[config.mk]
export PLATFORM = sky130hd
export DESIGN_NAME = hazard_stall_ctrl
export DESIGN_NICKNAME = d
export VERILOG_FILES = /design/src/rtl/hazard_stall_ctrl.sv
export SDC_FILE = /design/constraint.sdc
export NUM_CORES = 1
export LEC_CHECK = 0
export ABC_AREA = 1
export BUFFER_PORTS_ARGS = -buffer_cell sky130_fd_sc_hd__clkbuf_2
export CAP_MARGIN = 40
export CORE_ASPECT_RATIO = 0.7
export CORE_MARGIN = 1
export CORE_UTILIZATION = 35
export CTS_CLUSTER_DIAMETER = 100
export DETAILED_ROUTE_END_ITERATION = 8
export HOLD_SLACK_MARGIN = 0.05
export PLACE_DENSITY = 0.81
export RECOVER_POWER = 25
export SYNTH_ARGS = -nofsm -noshare
export SYNTH_HDL_FRONTEND = slang
export SYNTH_SLANG_ARGS = --single-unit
[constraint.sdc]
create_clock -name clk -period 1.5 [get_ports clk]
set_input_delay 0.225 -clock clk [delete_from_list [all_inputs] [get_ports clk]]
set_output_delay 0.225 -clock clk [all_outputs]
set_load 0.05 [all_outputs]
[src/rtl/hazard_stall_ctrl.sv]
// Pipeline hazard/stall controller for the 4-register pipeline (IF/ID, ID/EX, EX/MEM, MEM/WB).
// It resolves data hazards, control redirects, and I/D memory waits into per-register
// stall/flush vectors plus pc_write. An I-side fetch that is still in flight when a redirect
// arrives is tracked to completion, and its returned word is dropped.
// Optional macro HAZARD_STATS_EN adds 32-bit per-case cycle counters. When it is undefined,
// the stat_* outputs are tied to 0.
module hazard_stall_ctrl #(
  parameter int REG_AW          = 2,
  parameter int DATA_FORWARDING = 1,
  parameter int MEM_LATENCY     = 0,
  parameter int CNT_W           = 4
) (
  input  logic              clk,
  input  logic              reset,
  input  logic [REG_AW-1:0] rs_id,
  input  logic [REG_AW-1:0] rt_id,
  input  logic              use_rs,
  input  logic              use_rt,
  input  logic              is_jr_id,
  input  logic              reg_write_ex,
  input  logic              reg_write_mem,
  input  logic [REG_AW-1:0] dest_ex,
  input  logic [REG_AW-1:0] dest_mem,
  input  logic              mem_read_ex,
  input  logic              branch_miss,
  input  logic              jump_miss,
  input  logic              i_req,
  input  logic              i_ready,
  input  logic              d_req_mem,
  input  logic              d_ready,
  output logic [3:0]        stall,
  output logic [3:0]        flush,
  output logic              pc_write,
  output logic [31:0]       stat_d_stall,
  output logic [31:0]       stat_i_stall,
  output logic [31:0]       stat_data_stall,
  output logic [31:0]       stat_flush
);

  // cycle index of the final cycle of a fixed-latency access
  localparam logic [CNT_W-1:0] LAST = (MEM_LATENCY > 0) ? CNT_W'(MEM_LATENCY - 1) : '0;
  localparam logic [CNT_W-1:0] CMAX = '1;
  localparam logic [CNT_W-1:0] ONE  = CNT_W'(1);

  typedef enum logic       {D_IDLE, D_WAIT} d_state_t;
  typedef enum logic [1:0] {I_IDLE, I_WAIT, I_DISCARD} i_state_t;
  typedef enum logic [2:0] {W_D, W_BR, W_HZ, W_JMP, W_I, W_NONE} win_t;

  d_state_t          d_state, d_state_nx;
  i_state_t          i_state, i_state_nx;
  logic [CNT_W-1:0]  d_cnt, d_cnt_nx, i_cnt, i_cnt_nx;
  logic              d_done, i_done, d_wait, i_wait;
  logic              hz, hz_fwd, hz_all, redirect;
  win_t              win;

  // the counters hold 0 while idle, so they equal the cycle index within the current access
  assign d_done = (MEM_LATENCY == 0) ? d_ready : (d_cnt == LAST);
  assign i_done = (MEM_LATENCY == 0) ? i_ready : (i_cnt == LAST);
  assign d_wait = d_req_mem && !d_done;
  assign i_wait = (i_req && !i_done) || (i_state == I_DISCARD);

  // With forwarding, only a load-use hazard, or a JR target that is not yet in the register file, stalls.
  assign hz_fwd = (mem_read_ex && ((use_rs && rs_id == dest_ex) || (use_rt && rt_id == dest_ex)))
               || (is_jr_id && ((reg_write_ex && rs_id == dest_ex) || (reg_write_mem && rs_id == dest_mem)));
  assign hz_all = ((use_rs || is_jr_id) && ((reg_write_ex && rs_id == dest_ex) || (reg_write_mem && rs_id == dest_mem)))
               || (use_rt && ((reg_write_ex && rt_id == dest_ex) || (reg_write_mem && rt_id == dest_mem)));
  assign hz     = (DATA_FORWARDING != 0) ? hz_fwd : hz_all;

  // A redirect is taken only when it wins priority. A frozen MEM stage hides it; EX re-presents it later.
  assign redirect = !d_wait && (branch_miss || (jump_miss && !hz));

  // state registers for both memory-wait FSMs
  always_ff @(posedge clk) begin
    if (reset) begin
      d_state <= D_IDLE;
      i_state <= I_IDLE;
      d_cnt   <= '0;
      i_cnt   <= '0;
    end else begin
      d_state <= d_state_nx;
      i_state <= i_state_nx;
      d_cnt   <= d_cnt_nx;
      i_cnt   <= i_cnt_nx;
    end
  end

  // D-side next state and saturating access counter
  always_comb begin
    d_state_nx = d_state;
    d_cnt_nx   = d_cnt;
    case (d_state)
      D_IDLE: if (d_wait) begin
        d_state_nx = D_WAIT;
        d_cnt_nx   = ONE;
      end
      D_WAIT: if (d_done) begin
        d_state_nx = D_IDLE;
        d_cnt_nx   = '0;
      end else if (d_cnt != CMAX) begin
        d_cnt_nx = d_cnt + 1'b1;
      end
      default: begin
        d_state_nx = D_IDLE;
        d_cnt_nx   = '0;
      end
    endcase
  end

  // I-side next state; a redirect during an unfinished fetch turns it into a discard
  always_comb begin
    i_state_nx = i_state;
    i_cnt_nx   = i_cnt;
    case (i_state)
      I_IDLE: if (i_req && !i_done) begin
        i_state_nx = redirect ? I_DISCARD : I_WAIT;
        i_cnt_nx   = ONE;
      end
      I_WAIT, I_DISCARD: if (i_done) begin
        i_state_nx = I_IDLE;
        i_cnt_nx   = '0;
      end else begin
        if (i_state == I_WAIT && redirect) i_state_nx = I_DISCARD;
        if (i_cnt != CMAX) i_cnt_nx = i_cnt + 1'b1;
      end
      default: begin
        i_state_nx = I_IDLE;
        i_cnt_nx   = '0;
      end
    endcase
  end

  // fixed-priority selection of the case that owns the pipeline this cycle
  always_comb begin
    win = W_NONE;
    if      (d_wait)      win = W_D;
    else if (branch_miss) win = W_BR;
    else if (hz)          win = W_HZ;
    else if (jump_miss)   win = W_JMP;
    else if (i_wait)      win = W_I;
  end

  // stall/flush/pc_write decode; reset forces bubbles everywhere and holds the PC
  always_comb begin
    stall    = 4'b0000;
    flush    = 4'b0000;
    pc_write = 1'b1;
    if (reset) begin
      flush    = 4'b1111;
      pc_write = 1'b0;
    end else begin
      case (win)
        W_D:    begin stall = 4'b0111; flush = 4'b1000; pc_write = 1'b0; end
        W_BR:   begin flush = 4'b0011; end
        W_HZ:   begin stall = 4'b0001; flush = 4'b0010; pc_write = 1'b0; end
        W_JMP:  begin flush = 4'b0001; end
        W_I:    begin flush = 4'b0001; pc_write = 1'b0; end
        default: ;
      endcase
    end
  end

`ifdef HAZARD_STATS_EN
  logic [31:0] n_d, n_i, n_h, n_f;

  // per-case cycle counters, free-running wrap
  always_ff @(posedge clk) begin
    if (reset) begin
      n_d <= '0;
      n_i <= '0;
      n_h <= '0;
      n_f <= '0;
    end else begin
      case (win)
        W_D:          n_d <= n_d + 32'd1;
        W_I:          n_i <= n_i + 32'd1;
        W_HZ:         n_h <= n_h + 32'd1;
        W_BR, W_JMP:  n_f <= n_f + 32'd1;
        default: ;
      endcase
    end
  end

  assign stat_d_stall    = n_d;
  assign stat_i_stall    = n_i;
  assign stat_data_stall = n_h;
  assign stat_flush      = n_f;
`else
  assign stat_d_stall    = '0;
  assign stat_i_stall    = '0;
  assign stat_data_stall = '0;
  assign stat_flush      = '0;
`endif

endmodule
# ---- Word level (Yosys, flattened, before mapping)
# Index checks and enable logic that the tools add are counted.
dict set report totals {
  register_bits 2
  inputBits 22
  out_inout_bits 137
  elab_cells 54
}
dict set report op_classes {
  n_eq_ne 11
  muxes 16
  reduce_logical 26
}
# op n
set ops {}
lappend ops {{$pmux 4 s4} 1}
lappend ops {{$mux 3} 5}
lappend ops {{$logic_and 1x1->1} 11}
lappend ops {{$mux 2} 4}
lappend ops {{$eq 2x2->1} 3}
lappend ops {{$eq 3x2->1 const B} 2}
lappend ops {{$pmux 3 s2} 1}
lappend ops {{$logic_or 1x1->1} 5}
lappend ops {{$logic_not 1->1} 4}
lappend ops {{$mux 4} 1}
lappend ops {{$pmux 2 s2} 1}
lappend ops {{$reduce_or 2->1} 2}
lappend ops {{$eq 3x1->1 const B} 1}
lappend ops {{$eq 3x3->1 const B} 1}
lappend ops {{$logic_not 3->1} 1}
lappend ops {{$mux 1} 3}
lappend ops {{$ne 3x3->1 const B} 1}
lappend ops {{$reduce_or 3->1} 1}
lappend ops {{$eq 2x1->1 const B} 1}
lappend ops {{$eq 2x2->1 const B} 1}
lappend ops {{$logic_not 2->1} 1}
lappend ops {{$ne 2x2->1 const B} 1}
lappend ops {{$reduce_and 2->1} 1}

# ---- Logic depth before layout (Yosys ltp)
dict set report depth {
  depth_word 13
  ltp_mapped 14
  depth_no_buf 14
}

# ---- Least setup slack after synthesis
# Ideal clock, no wire load.
dict set report synth_path {
  path_kind {reg-to-output}
  from {reg i_state[0]}
  to {out pc_write}
  arrival_ns 1.610
  t_required_ns 1.275
  setup_slack_ns -0.335
  path_stages_with_launch 8
  path_buffers 0
  cell_sequence {dfxtp_1 inv_1 ha_1 a21oi_1 nor2_1 o21ai_0 nand2_1 nor2_1}
}
dict set report synth_via {
  elab_chain_cells 11
}
# element line_no
set synth_rtl {}
lappend synth_rtl {{from (decl)} 50} ;# i_state_t i_state, i_state_nx;
lappend synth_rtl {{from (signal assigned)} 81} ;# i_state <= i_state_nx;
lappend synth_rtl {{$eq 2x2->1 *} 60} ;# assign i_wait = (i_req && !i_done) || (i_state == I_DISCARD);
lappend synth_rtl {{$logic_or 1x1->1 *} 60}
lappend synth_rtl {{$mux 1 *} 139} ;# else if (i_wait) win = W_I;
lappend synth_rtl {{$mux 3 *} 138} ;# else if (jump_miss) win = W_JMP;
lappend synth_rtl {{$mux 3 *} 137} ;# else if (hz) win = W_HZ;
lappend synth_rtl {{$mux 3 *} 136} ;# else if (branch_miss) win = W_BR;
lappend synth_rtl {{$mux 3 *} 135} ;# if (d_wait) win = W_D;
lappend synth_rtl {{$eq 3x3->1 (tied with other cells)} 151} ;# case (win)
lappend synth_rtl {{$reduce_or 3->1 (no line) *} --}
lappend synth_rtl {{$mux 1 *} 151}
lappend synth_rtl {{$mux 1 *} 147} ;# if (reset) begin
lappend synth_rtl {{to (decl)} 33} ;# output logic pc_write,
# Every way passes the cells marked *; elsewhere a longest branch is shown, timed or not.

# ---- Final worst setup path
dict set report layout_path {
  from {reg i_state[0]}
  to {out flush[0]}
}
dict set report layout_via {
  elab_chain_cells 11
}
# element line_no
set layout_rtl {}
lappend layout_rtl {{$eq 2x2->1 *} 60}
lappend layout_rtl {{$logic_or 1x1->1 *} 60}
lappend layout_rtl {{$mux 1 *} 139}
lappend layout_rtl {{$mux 3 *} 138}
lappend layout_rtl {{$mux 3 *} 137}
lappend layout_rtl {{$mux 3 *} 136}
lappend layout_rtl {{$mux 3 *} 135}
lappend layout_rtl {{$eq 3x3->1 or $eq 3x2->1 (tied branches)} 151}
lappend layout_rtl {{$reduce_or 2->1 (no line)} --}
lappend layout_rtl {{$pmux 4 s4 *} 151}
lappend layout_rtl {{$mux 4 *} 147}
lappend layout_rtl {{to (decl)} 32} ;# output logic [3:0] flush,
# Marks and branches as above.

==> insert_results.sql <==
INSERT INTO impl_metrics (metric_group, metric, value, unit) VALUES
('outcome', 'outcome', 'finished with violations', ''),
('outcome', 'failing_checks', 'negative setup slack', ''),
('sta', 'finalHoldViolCount', '0', ''),
('logic_synthesis', 'synth_top_area_cell', 'sky130_fd_sc_hd__buf_4', ''),
('final_layout', 'number_of_flip_flops_under_the_largest_register_name', '2', ''),
('pwr', 'power_per_cell_area', '1160', 'mW/mm²'),
('floorplan', 'initial_utilization', '0.383', ''),
('detailed_routing', 'drt.antenna.violating_nets', '0', ''),
('final_layout', 'top_register', 'i_state', ''),
('pwr', 'p_sw_frac', '0.664', ''),
('final_layout', 'final.fill_count', '393', ''),
('worst_setup_path', 'crit_buf_inv', '2', ''),
('logic_synthesis', 'post-synth-top-area-fraction', '0.699', ''),
('logic_synthesis', 'ys_warns', '0', ''),
('final_layout', 'registers_with_the_highest_flip_flop_counts', 'i_state: 2 flops', ''),
('logic_synthesis', 'post_synth_instance_area', '0.00141', 'mm²'),
('logic_synthesis', 'yosysMostFrequentCell', 'sky130_fd_sc_hd__buf_4', ''),
('final_layout', 'insertedDiodeCount', '0', ''),
('global_routing', 'grt_antenna_before_repair', '0', ''),
('clocking', 'cts_hold_buffers', '0', ''),
('global_routing', 'grt_use_total', '0.0775', ''),
('worst_setup_path', 'rr_startpoint', 'i_state[1]$_SDFFE_PP0P_', ''),
('sta', 'drv_slew', '0', ''),
('worst_setup_path', 'crit_arrival', '1.51', 'ns'),
('placed_design', 'place.port_buffers', '29', ''),
('clocking', 'cts_htree_levels', '1', ''),
('logic_synthesis', 'fraction_of_registers_with_async_set_reset', '0', ''),
('logic_synthesis', 'yosys_most_used_dff', 'sky130_fd_sc_hd__dfxtp_1', ''),
('logic_synthesis', 'yosysUniqueCellTypes', '17', ''),
('clocking', 'worstSkewPairLatency', '0.21', 'ns'),
('worst_setup_path', 'critical_path.max_stage_delay', '0.32', 'ns'),
('sta', 'highest_achievable_clock_rate', '577', 'MHz'),
('sta', 'grt_setup_unrepaired', 'yes', ''),
('global_routing', 'grt_start_max_net_pins', '9', ''),
('pwr', 'vdd.ir_drop.worst', '0.000366', 'V'),
('sta', 'worst_slack', '-0.232', 'ns'),
('worst_setup_path', 'worstPathMaxFanout', '2', ''),
('clocking', 'cts_tree', 'yes', ''),
('pwr', 'seqPwrFrac', '0.063', ''),
('clocking', 'cts_buffers', '3', ''),
('worst_setup_path', 'endpoint_kind', 'primary output', ''),
('logic_synthesis', 'synthesized_netlist_cell_count', '207', ''),
('worst_setup_path', 'setup.worst_path.start', 'i_state[0]$_SDFFE_PP0P_', ''),
('sta', 'tightestPinTransition', '0.592', 'ns'),
('sta', 'setup_viol', '3', ''),
('placed_design', 'pre_cts_ws', '-0.168', 'ns'),
('worst_setup_path', 'cp_data_required_time', '1.27', 'ns'),
('worst_hold_path', 'min_delay_worst_type', 'input pin to flip-flop', ''),
('detailed_routing', 'drc', '0', ''),
('global_routing', 'wire_length_of_the_first_global_routing_pass', '2550', 'µm'),
('logic_synthesis', 'post_synth_edffs', '0', ''),
('worst_setup_path', 'path_cells', 'inv_2, ha_4, a21oi_4, nor2_1, o21ai_1, nand2_1, nand4_1, nand3_4, buf_12', ''),
('final_layout', 'nets', '272', ''),
('clocking', 'max-clock-path-buffers', '2', ''),
('placed_design', 'gp_congestion', '0.871', ''),
('worst_setup_path', 'crit_path_start_kind', 'flip-flop', ''),
('logic_synthesis', 'postSynthAreaPerCell', '6.80', 'µm²'),
('worst_hold_path', 'hold_start', 'reset', ''),
('detailed_routing', 'drt_pass1_iterations', '4', ''),
('pwr', 'combinationalPowerShare', '0.811', ''),
('placed_design', 'hpwlAfterDp', '1710', 'µm'),
('detailed_routing', 'via_per_inst', '3.11', ''),
('detailed_routing', 'drt-initial-drc-count', '16', ''),
('worst_setup_path', 'top_family_by_delay_on_critical_path', 'simple AND/OR/NAND/NOR gates', ''),
('detailed_routing', 'detailroute.via_count', '913', ''),
('logic_synthesis', 'synth.yosys.seq_area_share', '0.0284', ''),
('sta', 'timing.final.crit_period', '1.73', 'ns'),
('detailed_routing', 'routed_wirelength', '1950', 'µm'),
('pwr', 'power.share.clock', '0.126', ''),
('global_routing', 'first_global_vias', '621', ''),
('global_routing', 'globalRoute.totalOverflow', '0', '');
==> power by group through the flow <==
stage / clock network (mW) / registers, mW / logic, mW
detailed placement: 0 / 0.0938 / 1.22
floorplan: 0 / 0.101 / 1.29
CTS: 0.211 / 0.101 / 1.27
global placement: 0 / 0.0924 / 1.21
finish: 0.205 / 0.102 / 1.32
global route: 0.223 / 0.105 / 1.41
==> worst register-to-register path, cell delays in order (launching register included) <==
cell and delay, ns:
sky130_fd_sc_hd__dfxtp_2 0.34, sky130_fd_sc_hd__buf_4 0.12, sky130_fd_sc_hd__inv_1 0.05, sky130_fd_sc_hd__ha_1 0.27, sky130_fd_sc_hd__nand2_1 0.09, sky130_fd_sc_hd__inv_1 0.07
sky130_fd_sc_hd__a21oi_4 0.15, sky130_fd_sc_hd__nand2_1 0.06, sky130_fd_sc_hd__nand2_1 0.07, sky130_fd_sc_hd__nor2_1 0.04
==> path summary, 6_finish.rpt <==
check,cells past startpoint,to,slack [ns]
min reg2reg,3,i_state[1]$_SDFFE_PP0P_,0.63
max reg2reg,9,i_state[0]$_SDFFE_PP0P_,0.13
min,4,i_state[1]$_SDFFE_PP0P_,0.50
max,9,flush[0],-0.23
==> kinds of logic (layout without fill, tap and decap cells) <==
kind of cell / Yosys count / count (layout) / share of synthesized area
compound gates: 6 / 6 / 0.0338
xor+xnor: 3 / 3 / 0.0187
fa+ha+maj: 4 / 4 / 0.0356
buf+inv: 146 / 55 / 0.739
flops: 2 / 2 / 0.0284
other cells: 1 / 129 / 0.00266
simple gates: 45 / 45 / 0.142
==> metal layers <==
metal	global-route usage	wire length, µm
met1	0.0704	617
met2	0.173	1140
met3	0.00656	192
met4	0.0535	0
met5	0	0
==> stage by stage <==
stage               TNS [ns]  instance area (µm²)  hold WS (ns)  total power, mW  std cells
floorplan           -0.00340                 1910         0.440             1.39        335
CTS                   -0.500                 1370         0.511             1.58        293
finish                -0.466                 1400         0.499             1.63        294
global route          -0.763                 1400         0.545             1.74        294
detailed placement    -0.454                 1230         0.582             1.31        289
global placement      -0.398                 1230         0.577             1.30        289
==> repair_timing <==
item,4_1_cts,5_1_grt
endpoints found under the setup margin,3,6
pin swaps,11,8
setup buffers,1,1
resized for setup,18,8
==> layout by cell type, fill, tap and decap left out <==
master                      instances
sky130_fd_sc_hd__nand3_1            4
sky130_fd_sc_hd__nand3_4            1
sky130_fd_sc_hd__inv_1             13
sky130_fd_sc_hd__ha_1               3
sky130_fd_sc_hd__nor2_4             1
sky130_fd_sc_hd__conb_1           129
sky130_fd_sc_hd__buf_6              2
sky130_fd_sc_hd__a21oi_4            2
sky130_fd_sc_hd__nor2_1             7
sky130_fd_sc_hd__clkbuf_16          1
sky130_fd_sc_hd__clkbuf_1           1
sky130_fd_sc_hd__nor2_2             1
sky130_fd_sc_hd__a21oi_1            1
sky130_fd_sc_hd__buf_8              1
sky130_fd_sc_hd__buf_12             3
sky130_fd_sc_hd__buf_4              6
sky130_fd_sc_hd__ha_4               1
sky130_fd_sc_hd__xnor2_1            2
sky130_fd_sc_hd__nand4_1            1
sky130_fd_sc_hd__dfxtp_2            2
sky130_fd_sc_hd__a21boi_1           1
sky130_fd_sc_hd__o21ai_1            1
sky130_fd_sc_hd__a31o_4             1
sky130_fd_sc_hd__inv_2              2
sky130_fd_sc_hd__nand3_2            4
sky130_fd_sc_hd__clkbuf_2          20
sky130_fd_sc_hd__nand2_1           20
sky130_fd_sc_hd__nand2_2            6
sky130_fd_sc_hd__clkbuf_8           6
sky130_fd_sc_hd__xnor2_2            1
==> final cells by class <==
class,instances,area (µm²),share of cell area
Timing Repair Buffer,37,313,0.223
Sequential cell,2,42.5,0.0303
Clock buffer,3,41.3,0.0294
Inverter,15,56.3,0.0401
Tap cell,50,62.6,0.0446
Multi-Input combinational cell,187,888,0.633
(Power assumes the default switching activity.)
